<file path="src/rtl/key_event_ctrl.sv">
// Turns debounced button press/release strobes into SHORT / LONG / REPEAT key
// events and queues them in a small show-ahead FIFO drained over valid/ready.
module key_event_ctrl #(
  parameter int LONG_CYC   = 50_000_000,
  parameter int REPEAT_CYC = 10_000_000,
  parameter int CNT_W      = 26,
  parameter int FIFO_DEPTH = 4
) (
  input  logic                          clk,
  input  logic                          reset,
  input  logic                          neg_tick,
  input  logic                          pos_tick,
  input  logic [2:0]                    kcode,
  output logic                          ev_valid,
  input  logic                          ev_ready,
  output logic [4:0]                    ev_data,
  output logic [$clog2(FIFO_DEPTH):0]   fifo_cnt,
  output logic                          key_held,
  output logic                          ovf,
  input  logic                          ovf_clr
);

  localparam int AW = $clog2(FIFO_DEPTH);
  localparam logic [CNT_W-1:0] LONG_LAST = CNT_W'(LONG_CYC - 1);
  localparam logic [CNT_W-1:0] RPT_LAST  = CNT_W'(REPEAT_CYC - 1);
  localparam logic [AW:0]      FULL_CNT  = (AW+1)'(FIFO_DEPTH);

  localparam logic [1:0] T_SHORT  = 2'b00;
  localparam logic [1:0] T_LONG   = 2'b01;
  localparam logic [1:0] T_REPEAT = 2'b10;

  typedef enum logic [1:0] {S_IDLE, S_HELD, S_RPT} state_t;

  state_t           state_q;
  logic [CNT_W-1:0] cnt_q;
  logic [2:0]       code_q;
  logic             key_held_q;

  logic             rel_hit;
  logic             term_long;
  logic             term_rpt;
  logic             push;
  logic [4:0]       push_data;

  // A release of the latched key always beats a terminal count in the same cycle.
  assign rel_hit   = pos_tick && (kcode == code_q);
  assign term_long = (cnt_q == LONG_LAST);
  assign term_rpt  = (cnt_q == RPT_LAST);
  assign push      = ((state_q == S_HELD) && (rel_hit || term_long)) ||
                     ((state_q == S_RPT) && !rel_hit && term_rpt);
  assign push_data = {rel_hit ? T_SHORT : ((state_q == S_HELD) ? T_LONG : T_REPEAT), code_q};

  always_ff @(posedge clk or posedge reset) begin
    if (reset) begin
      state_q    <= S_IDLE;
      cnt_q      <= '0;
      code_q     <= '0;
      key_held_q <= 1'b0;
    end else begin
      case (state_q)
        S_IDLE: begin
          if (neg_tick && (kcode <= 3'd4)) begin
            code_q     <= kcode;
            cnt_q      <= '0;
            state_q    <= S_HELD;
            key_held_q <= 1'b1;
          end
        end
        S_HELD: begin
          if (rel_hit) begin
            state_q    <= S_IDLE;
            key_held_q <= 1'b0;
          end else if (term_long) begin
            cnt_q   <= '0;
            state_q <= S_RPT;
          end else begin
            cnt_q <= cnt_q + CNT_W'(1);
          end
        end
        S_RPT: begin
          if (rel_hit) begin
            state_q    <= S_IDLE;
            key_held_q <= 1'b0;
          end else if (term_rpt) begin
            cnt_q <= '0;
          end else begin
            cnt_q <= cnt_q + CNT_W'(1);
          end
        end
        default: begin
          state_q    <= S_IDLE;
          key_held_q <= 1'b0;
        end
      endcase
    end
  end

  assign key_held = key_held_q;

  logic [4:0]    mem_q [FIFO_DEPTH];
  logic [AW-1:0] wr_ptr_q;
  logic [AW-1:0] rd_ptr_q;
  logic [AW:0]   fifo_cnt_q;
  logic          ovf_q;

  logic          full;
  logic          pop;
  logic          wr_en;
  logic          drop;

  // When full, a write is only allowed if the head leaves in the same cycle.
  assign full  = (fifo_cnt_q == FULL_CNT);
  assign pop   = ev_valid && ev_ready;
  assign wr_en = push && (!full || pop);
  assign drop  = push && full && !pop;

  always_ff @(posedge clk) begin
    if (wr_en) begin
      mem_q[wr_ptr_q] <= push_data;
    end
  end

  always_ff @(posedge clk or posedge reset) begin
    if (reset) begin
      wr_ptr_q   <= '0;
      rd_ptr_q   <= '0;
      fifo_cnt_q <= '0;
      ovf_q      <= 1'b0;
    end else begin
      if (wr_en) begin
        wr_ptr_q <= wr_ptr_q + AW'(1);
      end
      if (pop) begin
        rd_ptr_q <= rd_ptr_q + AW'(1);
      end
      case ({wr_en, pop})
        2'b10:   fifo_cnt_q <= fifo_cnt_q + (AW+1)'(1);
        2'b01:   fifo_cnt_q <= fifo_cnt_q - (AW+1)'(1);
        default: fifo_cnt_q <= fifo_cnt_q;
      endcase
      if (drop) begin
        ovf_q <= 1'b1;
      end else if (ovf_clr) begin
        ovf_q <= 1'b0;
      end
    end
  end

  assign ev_valid = (fifo_cnt_q != '0);
  assign ev_data  = ev_valid ? mem_q[rd_ptr_q] : 5'd0;
  assign fifo_cnt = fifo_cnt_q;
  assign ovf      = ovf_q;

endmodule

</file>
<file path="config.mk">
export PLATFORM = sky130hd
export DESIGN_NAME = key_event_ctrl
export DESIGN_NICKNAME = d
export VERILOG_FILES = /design/src/rtl/key_event_ctrl.sv
export SDC_FILE = /design/constraint.sdc
export NUM_CORES = 1
export LEC_CHECK = 0
export CORE_MARGIN = 1
export CORE_UTILIZATION = 59
export CTS_CLUSTER_SIZE = 24
export DETAILED_ROUTE_END_ITERATION = 10
export GPL_TIMING_DRIVEN = 0
export PLACE_DENSITY = 0.79
export SYNTH_ARGS = -nofsm -noshare
export SYNTH_HDL_FRONTEND = slang
export SYNTH_SLANG_ARGS = --single-unit
</file>
<file path="constraint.sdc">
create_clock -name clk -period 2.8 [get_ports clk]
set_input_delay 0.56 -clock clk [delete_from_list [all_inputs] [get_ports clk]]
set_output_delay 0.56 -clock clk [all_outputs]
set_load 0.03 [all_outputs]
</file>
Yosys cells after proc, flatten, opt, wreduce, memory -nomap -nowiden --
Memory sizes are Yosys's and may differ from the RTL's. Cells that the tools add are included.
Operators by class: reductions and logical operators 25, equal/unequal tests 14, multiplexer cells 22, add/subtract/negate cells 5, order comparisons 1
Operators with widths (number):
- $mux W26 | 5
- $pmux W26 S3 | 1
- $add A26 B1 Y26 const B | 1
- $eq A26 B24 Y1 const B | 1
- $eq A26 B26 Y1 const B | 1
- $mux W2 | 6
- $logic_and A1 B1 Y1 | 9
- $ne A2 B2 Y1 const B | 4
- $mux W1 | 6
- $pmux W2 S3 | 1
- $pmux W3 S2 | 1
- $reduce_bool A3 Y1 | 2
- $mux W5 | 1
- $add A2 B1 Y2 const B | 2
- $eq A2 B1 Y1 const B | 2
- $eq A2 B2 Y1 const B | 2
- $reduce_and A2 Y1 | 2
- $reduce_and A4 Y1 | 1
- $reduce_bool A2 Y1 | 2
- $add A3 B1 Y3 const B | 1
- $eq A3 B3 Y1 | 1
- $eq A3 B3 Y1 const B | 1
- $le A3 B3 Y1 const B | 1
- $logic_not A1 Y1 | 3
- 8 further kinds | 10
Word-level totals: memories kept 1, output and inout port bits 11, RAM bits 20, bits in registers 40, logic and storage cells 76, bits of input ports 9
Memories:
- mem_q | words 4, bits a word 5, read ports 1, clocked after Yosys merged registers in 0, write ports 1, RTL line 100 | logic [4:0] mem_q [FIFO_DEPTH];

Depth between registers and ports, before layout --
depth in word-level cells 9, gate-level depth with buffers 10, mapped depth without buffers 10

Least setup slack after synthesis --
OpenSTA, ideal clock, no wires.
path kind register to register, start point register cnt_q[0], end point register fifo_cnt_q[2], in the netlist fifo_cnt[2], path slack 273 ps, arrival time 2392 ps, setup time 134 ps, clock period less this slack 2527 ps, buffers on the path 0, stages on the path, launching flop included 11, path through dfrtp_1 > ha_1 > and3_1 > nand4_2 > nor4_1 > a32oi_1 > and2_1 > fa_1 > and3_1 > mux2i_1 > xnor2_1
On the way: word-level cells in the longest chain between the ends 7, elaborated cells between the ends (all ways) 11, classes of those cells eq/ne: 4; mux: 1; reduce/logical: 6
RTL lines:
- start: declaration | RTL line 35 | logic [CNT_W-1:0] cnt_q;
- start signal: assignment | RTL line 77 | cnt_q <= cnt_q + CNT_W'(1);
- start signal: assignment | RTL line 87 | cnt_q <= cnt_q + CNT_W'(1);
- $eq A26 B26 Y1 | RTL line 47 | assign term_long = (cnt_q == LONG_LAST);
- $logic_or A1 B1 Y1 | RTL line 49 | assign push = ((state_q == S_HELD) && (rel_hit || term_long)) ||
- $logic_and A1 B1 Y1 | RTL line 49
- $logic_or A1 B1 Y1 * | RTL line 49
- $logic_and A1 B1 Y1 * | RTL line 114 | assign wr_en = push && (!full || pop);
- $eq A2 B1 Y1 or $eq A2 B2 Y1 (tied branches) | RTL line 136 | case ({wr_en, pop})
- $pmux W3 S2 or $reduce_bool A2 Y1 (tied branches)
- end signal: assignment | RTL line 137 | 2'b10: fifo_cnt_q <= fifo_cnt_q + (AW+1)'(1);
- end signal: assignment | RTL line 138 | 2'b01: fifo_cnt_q <= fifo_cnt_q - (AW+1)'(1);
- end signal: assignment | RTL line 139 | default: fifo_cnt_q <= fifo_cnt_q;
- end: declaration | RTL line 103 | logic [AW:0] fifo_cnt_q;
Mark *: on every way between the ends. The rest lies on a longest branch, timed or not. A chain may end at the register's enable or synchronous reset.

Worst setup path after layout --
start point register cnt_q[13], end point register fifo_cnt_q[2], in the netlist fifo_cnt[2]
The elaborated chain is that of the path after synthesis.

==> impl_results.rst <==
.. list-table::
   :header-rows: 1

   * - Metric
     - Value
   * - Final Hold Violating Endpoints
     - 0
   * - Slew at the pin with the worst max-slew slack
     - 0.838 ns
   * - Drt pass-1 iters
     - 5
   * - Nets in the synthesized netlist
     - 293
   * - Initial antenna violation count
     - 0
   * - Main flop type after synthesis
     - sky130_fd_sc_hd__dfrtp_1
   * - Placed cells
     - 363
   * - Iteration-0 DRC count of the detailed router
     - 149
   * - Final cycle utilization of the critical path
     - 0.968
   * - Biggest area consumer among synthesized cells
     - sky130_fd_sc_hd__dfrtp_1
   * - Synth top cells by count
     - 40 x sky130_fd_sc_hd__dfrtp_1, 27 x sky130_fd_sc_hd__nor2_1, 23 x sky130_fd_sc_hd__xnor2_1
   * - Main area contributors after synthesis
     - sky130_fd_sc_hd__dfrtp_1 32%, sky130_fd_sc_hd__edfxtp_1 19%, sky130_fd_sc_hd__xnor2_1 6.5%
   * - Cell variety after synth
     - 49
   * - Worst Hold Path Cells
     - 1
   * - Critical path buffers and inverters
     - 0
   * - Cell area power density
     - 929 nW/µm²
   * - Area enclosed by the die boundary
     - 5580 µm²
   * - Yosys reg bits
     - 60
   * - Crit. End Element
     - flop
   * - Clock tree skew after final layout
     - 0.00943 ns
   * - Remaining DRCs
     - 0
   * - DRT Wirelength
     - 6.30 mm
   * - First-pass GRT wire length
     - 9.94 mm
   * - Leakage power of the design
     - 1.47 nW
   * - Setup-violating endpoint count in the final report
     - 0
   * - Clk buf depth
     - 2
   * - DR vias/cell
     - 5.86
   * - Post-Synthesis Cells
     - 274
   * - Hold buffers post-CTS
     - 0
   * - Number of buffers inserted during clock tree synthesis
     - 9
   * - Most instantiated library cell after synthesis
     - sky130_fd_sc_hd__dfrtp_1
   * - Number of global-route vias before repair
     - 2023
   * - Worst path cell trace
     - or4b_4 > nor4_4 > a32oi_4 > and2_1 > fa_1 > and3_1 > mux2i_1 > xnor2_1
   * - Crit path time final
     - 2.71 ns
   * - Post-synth EDFFs
     - 20
   * - Routed via count
     - 2225
   * - Number of antenna repair diodes
     - 0
   * - Die Width
     - 74.7 µm
   * - Clock tree from TritonCTS
     - built
   * - Deepest level of the CTS H-tree
     - 3
   * - Number of gates on the worst path with buffers counted
     - 8
   * - Peak ir drop on the vdd network
     - 0.000511 V
   * - Worst R2R Path Depth
     - 8
   * - Vert. Die Dim
     - 74.7 µm
   * - Utilization after layout
     - 0.728
   * - Top cell family by delay on the critical path
     - simple AND/OR/NAND/NOR gates
   * - Floorplan core area
     - 5110 µm²
   * - Max_slew headroom
     - 0.441
   * - Worst setup SP type
     - flop
   * - Max Slew Vio Count
     - 0
   * - I/O pin count
     - 20
   * - Area share of the leading cell type in the synthesized netlist
     - 0.321
   * - Maximum clock frequency
     - 369 MHz
   * - Area Growth Syn to Fin
     - 19.3%
   * - Proportion of synthesized flip-flops having asynchronous set or reset
     - 0.667
   * - Sequential-to-total area share from yosys stat
     - 0.514
   * - Slowest stage cell, crit path
     - sky130_fd_sc_hd__or4b_4
   * - Start-to-end type of the worst setup path
     - flop to flop
   * - Final std cells w/o fill
     - 380
   * - Clock-pin slew of the registers on the worst-case setup and hold paths
     - 0.07 ns
   * - Worst endpoint required time
     - 3.06 ns
   * - Maximum cell stage delay along the critical path
     - 0.59 ns
   * - Routed len/inst
     - 16.6 µm
   * - Ratio of cells with drive above 1 in the final layout
     - 0.161
   * - Std-Cell Rows
     - 26
   * - Final layout net count
     - 324
   * - Max Cap Viol
     - 0
   * - Initial cell density of the core
     - 0.610
   * - Clock insertion delay at the later pin of the skew report
     - 0.34 ns
   * - Hold Path Class
     - flop to flop
   * - Post-detailed-route count of antenna-violating nets
     - 0
   * - Port-buffer cells
     - 19
   * - Setup repair after global routing missed its margin
     - false
   * - Result of the run
     - completed
   * - Mean area per synthesized cell
     - 11.4 µm²
   * - Maximum number of pins on one net before global-route repair
     - 41
   * - Top fanout value on the critical path
     - 5
   * - Netlist area before placement
     - 3120 µm²
   * - Root cell of the clock tree
     - sky130_fd_sc_hd__clkbuf_8
   * - Placed wire-length estimate after detailed placement
     - 4.20 mm
   * - Global-route usage over all layers
     - 0.249
   * - Yosys warning count
     - 0
   * - Final RePlAce weighted congestion
     - 0.809
   * - Number of sinks on the clock net
     - 60
   * - Critical Path AT
     - 2.97 ns
   * - Total gr overflow
     - 0
[stage by stage]
step	cell area (µm²)	setup TNS, ns	power (mW)	setup slack [ns]	hold WS (ns)
finish	3720	0	3.46	0.0885	0.522
global route	3720	0	3.63	0.00562	0.556
CTS	3660	0	3.43	0.0267	0.519
detailed placement	3400	-5.52	2.52	-0.453	0.508
global placement	3400	-3.82	2.48	-0.394	0.480
floorplan	3120	0	2.12	0.273	0.456
[cell usage in the layout, fill, tap and decap left out, types with 9 or more instances in the layout]
cell type	count
sky130_fd_sc_hd__dfrtp_1	39
sky130_fd_sc_hd__nor2_1	27
sky130_fd_sc_hd__xnor2_1	23
sky130_fd_sc_hd__edfxtp_1	20
sky130_fd_sc_hd__clkdlybuf4s50_1	19
sky130_fd_sc_hd__nand2_1	14
sky130_fd_sc_hd__inv_1	13
sky130_fd_sc_hd__and2_1	13
sky130_fd_sc_hd__o21ai_0	12
sky130_fd_sc_hd__clkbuf_8	12
sky130_fd_sc_hd__nand3_1	9
sky130_fd_sc_hd__ha_1	9
[sequential cells by signal, summed over array words and instances (netlist names)]
signal and count:
state_q 2, code_q 3, wr_ptr_q 2, fifo_cnt 3
cnt_q 26, mem_q 20, key_held 1, ovf 1
rd_ptr_q 2
[path summary, 6_finish.rpt]
check	start	to	slack, ns
max	cnt_q[13]$_DFFE_PP0P_	fifo_cnt[2]$_DFFE_PP0P_	0.09
min	cnt_q[2]$_DFFE_PP0P_	cnt_q[2]$_DFFE_PP0P_	0.52
max reg2reg	cnt_q[13]$_DFFE_PP0P_	fifo_cnt[2]$_DFFE_PP0P_	0.09
min reg2reg	cnt_q[2]$_DFFE_PP0P_	cnt_q[2]$_DFFE_PP0P_	0.52
max in group asynchronous	reset	rd_ptr_q[0]$_DFFE_PP0N_	1.52
min in group asynchronous	reset	cnt_q[6]$_DFFE_PP0P_	0.71
[per-layer routing]
| metal | routed length [µm] | up-vias | global-route usage | share of wire |
|---|---|---|---|---|
| met2 | 2980 | 55 | 0.379 | 0.47 |
| met3 | 226 | 13 | 0.0402 | 0.036 |
| li1 | - | 1050 | - | - |
| met1 | 2950 | 1107 | 0.350 | 0.47 |
| met5 | 0 | - | 0 | 0 |
| met4 | 144 | 0 | 0.119 | 0.023 |
[what timing repair did]
item	4_1_cts	5_1_grt
resized for setup	6	6
endpoints found under the setup margin	17	14
gates cloned	0	0
setup buffers	0	2
pin swaps	0	2
[cell type report]
class	count	area, µm²
flip-flops and latches	60	1600
multi-input cells	192	1500
fillers	359	1390
repair buffers	21	205
clock buffers	12	165
well taps	70	87.6
clock inverters	4	70.1
inverters	14	52.6
plain buffers	7	31.3
[report_power, final]
| group | total [mW] | internal (mW) | leakage (nW) | switching (mW) |
|---|---|---|---|---|
| clock | 0.911 | 0.571 | 0.122 | 0.340 |
| combinational | 1.34 | 0.578 | 0.634 | 0.759 |
| sequential | 1.21 | 1.06 | 0.711 | 0.147 |
| total | 3.46 | 2.21 | 1.47 | 1.25 |
[kinds of logic (layout without fill, tap and decap cells)]
kind of cell             count (synthesis)  in the layout  share of synthesized area
AO/OA/AOI/OAI                           37             37                     0.0919
XOR/XNOR                                23             23                     0.0646
adder cells (fa/ha/maj)                 10             10                     0.0425
buffers and inverters                   22             58                     0.0281
flip-flops                              60             60                      0.514
multiplexers                            15             15                     0.0710
AND/OR/NAND/NOR                        107            107                      0.188
No activity file was read; power rests on OpenSTA's default activity.
